$ cat src/rtl/sd_cmd_seq.sv
// sd_cmd_seq - SD-card SPI-mode command sequencer.
// Sits in front of a byte-level SPI engine and drives its register bus to
// frame a 6-byte command, poll for the R1 response and optionally read a
// single 512-byte data block (plus its 2-byte CRC, which is discarded).
// Data bytes are streamed out with a per-byte strobe and index.
//
// Ports:
//   clk, reset_n               clock, asynchronous active-low reset
//   cmd_start                  1-cycle request, accepted only in IDLE
//   cmd_idx/cmd_arg/cmd_crc    command fields, latched on accept
//   rd_block                   read a data block after R1 == 8'h00
//   busy, done                 busy from accept to the done pulse
//   r1, err                    last R1 and completion status
//   data_valid/byte/idx        streamed block data
//   spi_enable/rnw/addr/din    engine register bus (write-only accesses)
//   spi_dout                   byte received by the engine
module sd_cmd_seq #(
    parameter int INIT_CYCLES = 22600,
    parameter int BYTE_CYCLES = 18,
    parameter int NCR_MAX     = 16,
    parameter int TOKEN_MAX   = 4096
) (
    input  logic        clk,
    input  logic        reset_n,
    input  logic        cmd_start,
    input  logic [5:0]  cmd_idx,
    input  logic [31:0] cmd_arg,
    input  logic [6:0]  cmd_crc,
    input  logic        rd_block,
    output logic        busy,
    output logic        done,
    output logic [7:0]  r1,
    output logic [1:0]  err,
    output logic        data_valid,
    output logic [7:0]  data_byte,
    output logic [8:0]  data_idx,
    output logic        spi_enable,
    output logic        spi_rnw,
    output logic [2:0]  spi_addr,
    output logic [7:0]  spi_din,
    input  logic [7:0]  spi_dout
);

    localparam int CW = $clog2(((INIT_CYCLES > BYTE_CYCLES) ? INIT_CYCLES : BYTE_CYCLES) + 1);
    localparam int BW = ($clog2(TOKEN_MAX + 1) > 10) ? $clog2(TOKEN_MAX + 1) : 10;

    typedef enum logic [3:0] {
        S_INIT_WAIT, S_IDLE, S_CS_LOW, S_SEND, S_R1_POLL, S_TOKEN_POLL,
        S_DATA, S_CRC, S_TRAIL, S_CS_HIGH, S_DONE
    } state_t;

    // Command frame byte n: {01,idx}, arg MSB first, {crc,1}.
    function automatic logic [7:0] cmd_byte(input logic [2:0] sel, input logic [5:0] idx,
                                            input logic [31:0] arg, input logic [6:0] crc);
        logic [7:0] b;
        case (sel)
            3'd0:    b = {2'b01, idx};
            3'd1:    b = arg[31:24];
            3'd2:    b = arg[23:16];
            3'd3:    b = arg[15:8];
            3'd4:    b = arg[7:0];
            3'd5:    b = {crc, 1'b1};
            default: b = 8'hFF;
        endcase
        return b;
    endfunction

    state_t      state_r, state_s;
    logic [CW-1:0] cnt_r, cnt_s;      // INIT_WAIT clocks, or clocks since the strobe + 1
    logic [BW-1:0] bcnt_r, bcnt_s;    // byte / poll number within the current state
    logic [5:0]  idx_r, idx_s;
    logic [31:0] arg_r, arg_s;
    logic [6:0]  crc_r, crc_s;
    logic        rdb_r, rdb_s;
    logic        busy_r, busy_s, done_r, done_s;
    logic [7:0]  r1_r, r1_s;
    logic [1:0]  err_r, err_s;
    logic        dv_r, dv_s;
    logic [7:0]  db_r, db_s;
    logic [8:0]  didx_r, didx_s;
    logic        en_r, en_s, strobe_s;
    logic [2:0]  addr_r, addr_s;
    logic [7:0]  din_r, din_s;
    logic        sample_s;

    // cnt_r == BYTE_CYCLES is the clock BYTE_CYCLES-1 after the visible strobe.
    assign sample_s = (cnt_r == CW'(BYTE_CYCLES));

    // Next-state, counters and next values of all registered outputs.
    always_comb begin
        state_s  = state_r;
        cnt_s    = cnt_r;
        bcnt_s   = bcnt_r;
        idx_s    = idx_r;
        arg_s    = arg_r;
        crc_s    = crc_r;
        rdb_s    = rdb_r;
        busy_s   = busy_r;
        done_s   = 1'b0;
        r1_s     = r1_r;
        err_s    = err_r;
        dv_s     = 1'b0;
        db_s     = db_r;
        didx_s   = didx_r;
        strobe_s = 1'b0;
        case (state_r)
            S_INIT_WAIT: begin
                if (cnt_r == CW'(INIT_CYCLES - 1)) begin
                    state_s = S_IDLE;
                    cnt_s   = '0;
                    busy_s  = 1'b0;
                end else begin
                    cnt_s  = cnt_r + CW'(1);
                    busy_s = 1'b1;
                end
            end
            S_IDLE: begin
                busy_s = 1'b0;
                if (cmd_start) begin
                    idx_s   = cmd_idx;
                    arg_s   = cmd_arg;
                    crc_s   = cmd_crc;
                    rdb_s   = rd_block;
                    busy_s  = 1'b1;
                    r1_s    = 8'hFF;
                    err_s   = 2'b00;
                    state_s = S_CS_LOW;
                    cnt_s   = '0;
                end else begin
                    state_s = S_IDLE;
                end
            end
            // CS accesses: strobe, then one clock gap before the next access.
            S_CS_LOW, S_CS_HIGH: begin
                if (cnt_r == CW'(0)) begin
                    strobe_s = 1'b1;
                    cnt_s    = CW'(1);
                end else if (state_r == S_CS_LOW) begin
                    state_s = S_SEND;
                    cnt_s   = '0;
                    bcnt_s  = '0;
                end else begin
                    state_s = S_DONE;
                    cnt_s   = '0;
                    done_s  = 1'b1;
                    busy_s  = 1'b0;
                end
            end
            S_SEND, S_R1_POLL, S_TOKEN_POLL, S_DATA, S_CRC, S_TRAIL: begin
                if (cnt_r == CW'(0)) begin
                    strobe_s = 1'b1;
                    cnt_s    = CW'(1);
                end else if (!sample_s) begin
                    cnt_s = cnt_r + CW'(1);
                end else begin
                    // Sample clock: decide, and issue the next strobe right away.
                    strobe_s = 1'b1;
                    cnt_s    = CW'(1);
                    bcnt_s   = bcnt_r + BW'(1);
                    case (state_r)
                        S_SEND: begin
                            if (bcnt_r == BW'(5)) begin
                                state_s = S_R1_POLL;
                                bcnt_s  = '0;
                            end else begin
                                state_s = S_SEND;
                            end
                        end
                        S_R1_POLL: begin
                            if (!spi_dout[7]) begin
                                r1_s   = spi_dout;
                                bcnt_s = '0;
                                if (!rdb_r) begin
                                    state_s = S_TRAIL;
                                end else if (spi_dout == 8'h00) begin
                                    state_s = S_TOKEN_POLL;
                                end else begin
                                    err_s   = 2'b11;
                                    state_s = S_TRAIL;
                                end
                            end else if (bcnt_r == BW'(NCR_MAX - 1)) begin
                                err_s   = 2'b01;
                                r1_s    = 8'hFF;
                                state_s = S_TRAIL;
                            end else begin
                                state_s = S_R1_POLL;
                            end
                        end
                        S_TOKEN_POLL: begin
                            if (spi_dout == 8'hFE) begin
                                state_s = S_DATA;
                                bcnt_s  = '0;
                            end else if ((spi_dout != 8'hFF) || (bcnt_r == BW'(TOKEN_MAX - 1))) begin
                                err_s   = 2'b10;
                                state_s = S_TRAIL;
                            end else begin
                                state_s = S_TOKEN_POLL;
                            end
                        end
                        S_DATA: begin
                            dv_s   = 1'b1;
                            db_s   = spi_dout;
                            didx_s = bcnt_r[8:0];
                            if (bcnt_r == BW'(511)) begin
                                state_s = S_CRC;
                                bcnt_s  = '0;
                            end else begin
                                state_s = S_DATA;
                            end
                        end
                        S_CRC: begin
                            if (bcnt_r == BW'(1)) begin
                                state_s = S_TRAIL;
                            end else begin
                                state_s = S_CRC;
                            end
                        end
                        S_TRAIL: begin
                            // CS high goes through its own idle-counted access.
                            strobe_s = 1'b0;
                            cnt_s    = '0;
                            state_s  = S_CS_HIGH;
                        end
                        default: begin
                            state_s = S_TRAIL;
                        end
                    endcase
                end
            end
            S_DONE: begin
                // done is visible here, so a simultaneous cmd_start is not accepted.
                state_s = S_IDLE;
                busy_s  = 1'b0;
            end
            default: begin
                state_s = S_INIT_WAIT;
                cnt_s   = '0;
                busy_s  = 1'b1;
            end
        endcase
    end

    // Engine bus values for the access issued this clock (addr chosen by the target state).
    always_comb begin
        en_s = strobe_s;
        if (strobe_s) begin
            case (state_s)
                S_SEND: begin
                    addr_s = 3'd0;
                    din_s  = cmd_byte(bcnt_s[2:0], idx_r, arg_r, crc_r);
                end
                S_CS_LOW: begin
                    addr_s = 3'd4;
                    din_s  = 8'h00;
                end
                S_CS_HIGH: begin
                    addr_s = 3'd3;
                    din_s  = 8'h00;
                end
                default: begin
                    addr_s = 3'd1;
                    din_s  = 8'h00;
                end
            endcase
        end else begin
            addr_s = 3'd0;
            din_s  = 8'h00;
        end
    end

    // State, counters and registered outputs.
    always_ff @(posedge clk or negedge reset_n) begin
        if (!reset_n) begin
            state_r <= S_INIT_WAIT;
            cnt_r   <= '0;
            bcnt_r  <= '0;
            idx_r   <= 6'd0;
            arg_r   <= 32'd0;
            crc_r   <= 7'd0;
            rdb_r   <= 1'b0;
            busy_r  <= 1'b0;
            done_r  <= 1'b0;
            r1_r    <= 8'hFF;
            err_r   <= 2'b00;
            dv_r    <= 1'b0;
            db_r    <= 8'h00;
            didx_r  <= 9'd0;
            en_r    <= 1'b0;
            addr_r  <= 3'd0;
            din_r   <= 8'h00;
        end else begin
            state_r <= state_s;
            cnt_r   <= cnt_s;
            bcnt_r  <= bcnt_s;
            idx_r   <= idx_s;
            arg_r   <= arg_s;
            crc_r   <= crc_s;
            rdb_r   <= rdb_s;
            busy_r  <= busy_s;
            done_r  <= done_s;
            r1_r    <= r1_s;
            err_r   <= err_s;
            dv_r    <= dv_s;
            db_r    <= db_s;
            didx_r  <= didx_s;
            en_r    <= en_s;
            addr_r  <= addr_s;
            din_r   <= din_s;
        end
    end

    assign busy       = busy_r;
    assign done       = done_r;
    assign r1         = r1_r;
    assign err        = err_r;
    assign data_valid = dv_r;
    assign data_byte  = db_r;
    assign data_idx   = didx_r;
    assign spi_enable = en_r;
    assign spi_rnw    = 1'b0;
    assign spi_addr   = addr_r;
    assign spi_din    = din_r;

endmodule

$ cat config.mk
export PLATFORM = sky130hd
export DESIGN_NAME = sd_cmd_seq
export DESIGN_NICKNAME = d
export VERILOG_FILES = /design/src/rtl/sd_cmd_seq.sv
export SDC_FILE = /design/constraint.sdc
export NUM_CORES = 1
export LEC_CHECK = 0
export BUFFER_PORTS_ARGS = -buffer_cell sky130_fd_sc_hd__buf_4
export CAP_MARGIN = 20
export CELL_PAD_IN_SITES_DETAIL_PLACEMENT = 1
export CELL_PAD_IN_SITES_GLOBAL_PLACEMENT = 2
export CORE_MARGIN = 2
export CORE_UTILIZATION = 30
export DETAILED_ROUTE_END_ITERATION = 8
export PLACE_DENSITY_LB_ADDON = 0.1
export SYNTH_ARGS = -nofsm -noshare
export SYNTH_HDL_FRONTEND = slang
export SYNTH_SLANG_ARGS = --single-unit
$ cat constraint.sdc
create_clock -name clk -period 3.1 [get_ports clk]
set_input_delay 0.62 -clock clk [delete_from_list [all_inputs] [get_ports clk]]
set_output_delay 0.62 -clock clk [all_outputs]
set_load 0.05 [all_outputs]
After elaboration in Yosys (flattened, before gate mapping):

Index checks and enable logic that the tools add are counted.

* register bits: 120
* bits of input ports: 57
* output and inout bits: 43
* logic and storage cells: 154

* add/subtract/negate cells: 2
* equality and inequality tests: 41
* multiplexer cells: 74
* bitwise operators: 3
* reductions and logical operators: 16

Operators by type and width (count)
* $mux W13: 8
* $pmux W15 S5: 1
* $mux W8: 8
* $mux W15: 4
* $pmux W13 S4: 1
* $mux W4: 12
* $pmux W8 S6: 1
* $pmux W13 S2: 1
* $pmux W4 S6: 1
* $mux W2: 10
* $pmux W4 S5: 1
* $mux W1: 18
* $eq A4 B2 Y1 const B: 4
* $eq A4 B3 Y1 const B: 4
* $eq A4 B4 Y1 const B: 4
* $pmux W8 S2: 1
* $add A15 B1 Y15 const B: 1
* $eq A15 B15 Y1 const B: 1
* $eq A15 B5 Y1 const B: 1
* $logic_not A15 Y1: 1
* $ne A2 B2 Y1 const B: 7
* $add A13 B1 Y13 const B: 1
* $eq A13 B1 Y1 const B: 1
* $eq A13 B12 Y1 const B: 1
* 30 further kinds: 43

Depth between registers and ports, before layout:

* depth in word-level cells: 11
* gate-level depth with buffers: 12
* mapped depth without buffers: 10

Worst setup path before layout:

Ideal clock, no wire load.

* path kind: reg2reg
* from: register bcnt_r[9]
* to: register din_r[2] (netlist: spi_din[2])
* setup time: 94 ps
* arrival: 2812 ps
* data required time: 3006 ps
* path slack: 194 ps
* stages on the path, launching flop included: 8
* path buffers: 0
* clock period less this slack: 2906 ps
* path through: dfrtp_1 > or4_4 > or4_4 > and3_4 > or3_1 > a32o_2 > mux2_1 > a211oi_1

* cells in the longest elaborated chain, start to end: 11
* elaborated cells between the ends (all ways): 33
* classes of those cells: eq/ne (11); mux (20); reduce/logical (2)

RTL lines
* from (decl): line 70 `logic [BW-1:0] bcnt_r, bcnt_s;`
* from (signal assigned): line 294 `bcnt_r <= bcnt_s;`
* $eq A13 B12 Y1: line 193 `end else if ((spi_dout != 8'hFF) || (bcnt_r == BW'(TOKEN_MAX - 1))) begin`
* $logic_or A1 B1 Y1: line 193
* $mux W4: line 193
* $mux W4: line 190 `if (spi_dout == 8'hFE) begin`
* $pmux W4 S6: line 160 `case (state_r)`
* $mux W4: line 153 `end else if (!sample_s) begin`
* $mux W4: line 150 `if (cnt_r == CW'(0)) begin`
* $pmux W4 S5: line 106 `case (state_r)`
* $eq A4 B2 Y1: line 247 `case (state_s)`
* $mux W8 (*): line 247
* $mux W8 (*): line 246 `if (strobe_s) begin`
* named net din_s[2]: line 83 `logic [7:0] din_r, din_s;`
* to (signal assigned): line 308 `din_r <= din_s;`
* to (decl): line 83

Mark *: on every way through the listed nets, which the timed path passes. The rest lies on a longest branch. The select of a mux whose other input is x is not followed.
A chain may end at the register's enable or synchronous reset.

Worst setup path after layout:

* from: register bcnt_r[11]
* to: register din_r[5] (netlist: spi_din[5])

The elaborated chain is that of the path after synthesis.

==> results.tsv <==
metric	value	unit
cts_sinks	120	
sequential_to_total_area_share_from_yosys_stat	49.4	%
criticalPathCategory	reg -> reg	
finalSetupViolations	0	
max_cap_violations	0	
cts.reportedPaths.clkPinSlew	0.07	ns
run_status	finished clean	
detail_route.vias_per_cell	5.02	
final_cell_mix	buf_4 (141), dfrtp_1 (110), mux2_2 (70)	
postSynthRegisterBits	120	
slew_viol_final	0	
ctsLongestPathBuffers	2	
ctsRootBufferMaster	clkbuf_16	
critical_path.startpoint_type	flip-flop	
critical_path.cell_chain	or4_4 -> or4_4 -> and3_4 -> or3_1 -> a32o_2 -> mux2_4 -> a211oi_2	
design.final.nets	782	
final_hold_viol_count	0	
area_delta_synth_final	33.4	%
synthCells	588	
grt_max_degree	50	
drc_errors	0	
postLayoutCellArea	8140	um2
worst_path_largest_cell_delay	0.55	ns
final_skew	0.0127	ns
start_util	30.4	%
asyncSetResetFlopFracSynth	100	%
cp_max_stage_cell	or4_4	
cp_common_cell	or4_4	
max_freq	0.331	GHz
synth_area	6100	um2
fp.coreArea	20100	um2
initialDrtViolationCount	222	
groute.usage.overall	17.4	%
end_kind	flip-flop	
dpl-instance-area	7430	um2
tritoncts.num_buffers	17	
fp.dieH	147	um
power_density	451	nW/um2
grt_setup_unrepaired	yes	
worstSkewPairLatency	0.42	ns
worst_ep_arrival_time	3.36	ns
hold_class	in -> async	
crit_required	3.44	ns
synth_fp_nets	650	
mostFrequentLayoutCell	buf_4	
final.hold.worst_slack	0.229	ns
diodes	0	
syn_area_per_cell	10.4	um2
dieWidth	147	um
overall_die_area	21500	um2
buffers_on_ports	98	
slew_headroom	56.3	%
synth_top_flop_cell	dfrtp_1	
wl	18100	um
totalPowerFinal	3.67	mW
global_route_wire_length_before_repair	29500	um
clock_tree_from_tritoncts	done	
dp_hpwl	13100	um
post_drt_wl_per_cell	18.1	um
synth-edff-count	0	
routed-via-count	5036	
drive_above_1_share	38.7	%
vdd.ir_drop.worst	0.293	mV
yosys_warnings	0	
grt-ovfl-total	0	
post-route-min-period	3.02	ns
count_of_tritonroute_iterations_in_the_first_routing_pass	4	
maximum_level_of_the_cts_h_tree	4	
worst_margin_slew	0.656	ns
grt_antenna_before_repair	0	
synth.lib_cells_used.distinct	66	
leakagePower	3.90	nW
vias_in_the_first_global_route	5322	
core.rowCount	52	
gpl.final_weighted_congestion	0.797	
timing.critical_path.fanout_max	8	
finalCritPeriodShare	97.5	%
io_pins	100	
route.antenna.remaining_nets	0	
[area by class of cell]
class                           instances  area [um2]
Timing Repair Buffer                  148        1170
Clock inverter                         14         148
Multi-Input combinational cell        414        2950
Inverter                               19        73.8
Clock buffer                           18         439
Fill cell                            2227       12000
Tap cell                              270         338
Sequential cell                       120        3020
[state kept, by name, indices dropped and copies added, names as in the netlist, 2 cells and up]
register	cells
spi_addr	3
arg_r	32
r1	8
idx_r	6
cnt_r	15
err	2
data_idx	9
spi_din	8
data_byte	8
state_r	4
crc_r	7
bcnt_r	13
[synthesized netlist by cell type, types with 4 or more instances]
cell type	number	area share, %
a211oi_1	9	1.1
a21oi_1	19	1.6
a31oi_1	6	0.62
and2_1	5	0.51
and3_1	13	1.3
buf_1	5	0.31
buf_2	4	0.33
clkbuf_1	25	1.5
dfrtp_1	112	46
dfstp_2	8	3.4
ha_1	5	1.0
inv_1	18	1.1
mux2_1	4	0.74
mux2_2	70	13
mux2i_1	11	1.8
nand2_1	30	1.8
nand2b_1	11	1.1
nand3_1	21	1.7
nand3b_1	4	0.49
nand4_1	9	0.92
nor2_1	53	3.3
nor2b_1	8	0.82
nor3_1	18	1.5
nor4_1	7	0.72
o21a_1	4	0.49
o21ai_0	40	3.3
o31ai_1	7	0.86
xnor2_1	4	0.57
xor2_1	5	0.72
[through the flow]
step | util [%] | instances | TNS (ns) | worst slack [ns]
global placement | 37.0 | 967 | 0 | 0.0264
detailed placement | 37.0 | 967 | -0.190 | -0.0991
floorplan | - | 588 | 0 | 0.194
CTS | 40.0 | 999 | 0 | 0.00750
finish | 40.5 | 1003 | 0 | 0.0780
global route | 40.5 | 1003 | -0.0102 | -0.00769
[worst max-delay path: cells and delay by family, from the launching register on]
kind / cells / cell delay [ns]
AND/OR/NAND/NOR: 4 / 1.65
flip-flops: 1 / 0.37
multiplexers: 1 / 0.33
AO/OA/AOI/OAI: 2 / 0.60
[logic make-up after synthesis]
logic type | count (synthesis) | share of synthesized area (%)
xor+xnor | 9 | 1.29
other cells | 1 | 0.0615
buf+inv | 54 | 3.47
flops | 120 | 49.4
simple gates | 200 | 17.3
compound gates | 114 | 12.1
fa+ha+maj | 5 | 1.03
mux | 85 | 15.5
[repair_timing]
action	CTS	global route
hold buffers	0	0
pin swaps	1	5
endpoints found under the setup margin	3	8
gates cloned	0	0
setup buffers	0	4
gates resized for setup	3	19
[layer usage]
layer / vias to the layer above / wire length (um) / global-route usage [%] / share of wire, %
met5: - / 0 / 0 / 0
met4: 0 / 190 / 4.66 / 1.0
met3: 18 / 545 / 3.81 / 3.0
met2: 84 / 8590 / 27.7 / 47
met1: 2531 / 8800 / 24.2 / 49
li1: 2403 / - / - / -
[where the power goes]
part / leakage, nW / total [mW] / internal (mW) / switching (mW)
registers: 1.59 / 1.57 / 1.57 / 0
logic: 2.02 / 0.112 / 0.0524 / 0.0593
clock network: 0.287 / 1.99 / 1.16 / 0.833
total: 3.90 / 3.67 / 2.78 / 0.892
[worst paths after layout]
kind | start | endpoint | cells past startpoint | slack, ns
worst max-delay path | bcnt_r[11] | spi_din[5] | 7 | 0.08
worst min-delay path | reset_n | cnt_r[6] | 1 | 0.23
max in group asynchronous | reset_n | spi_din[2] | 2 | 2.07
worst min register to register | err[1] | err[1] | 1 | 0.50
min in group clk | rd_block | rdb_r | 3 | 0.41
worst max register to register | bcnt_r[11] | spi_din[5] | 7 | 0.08
Power figures use the tool's default switching activity.
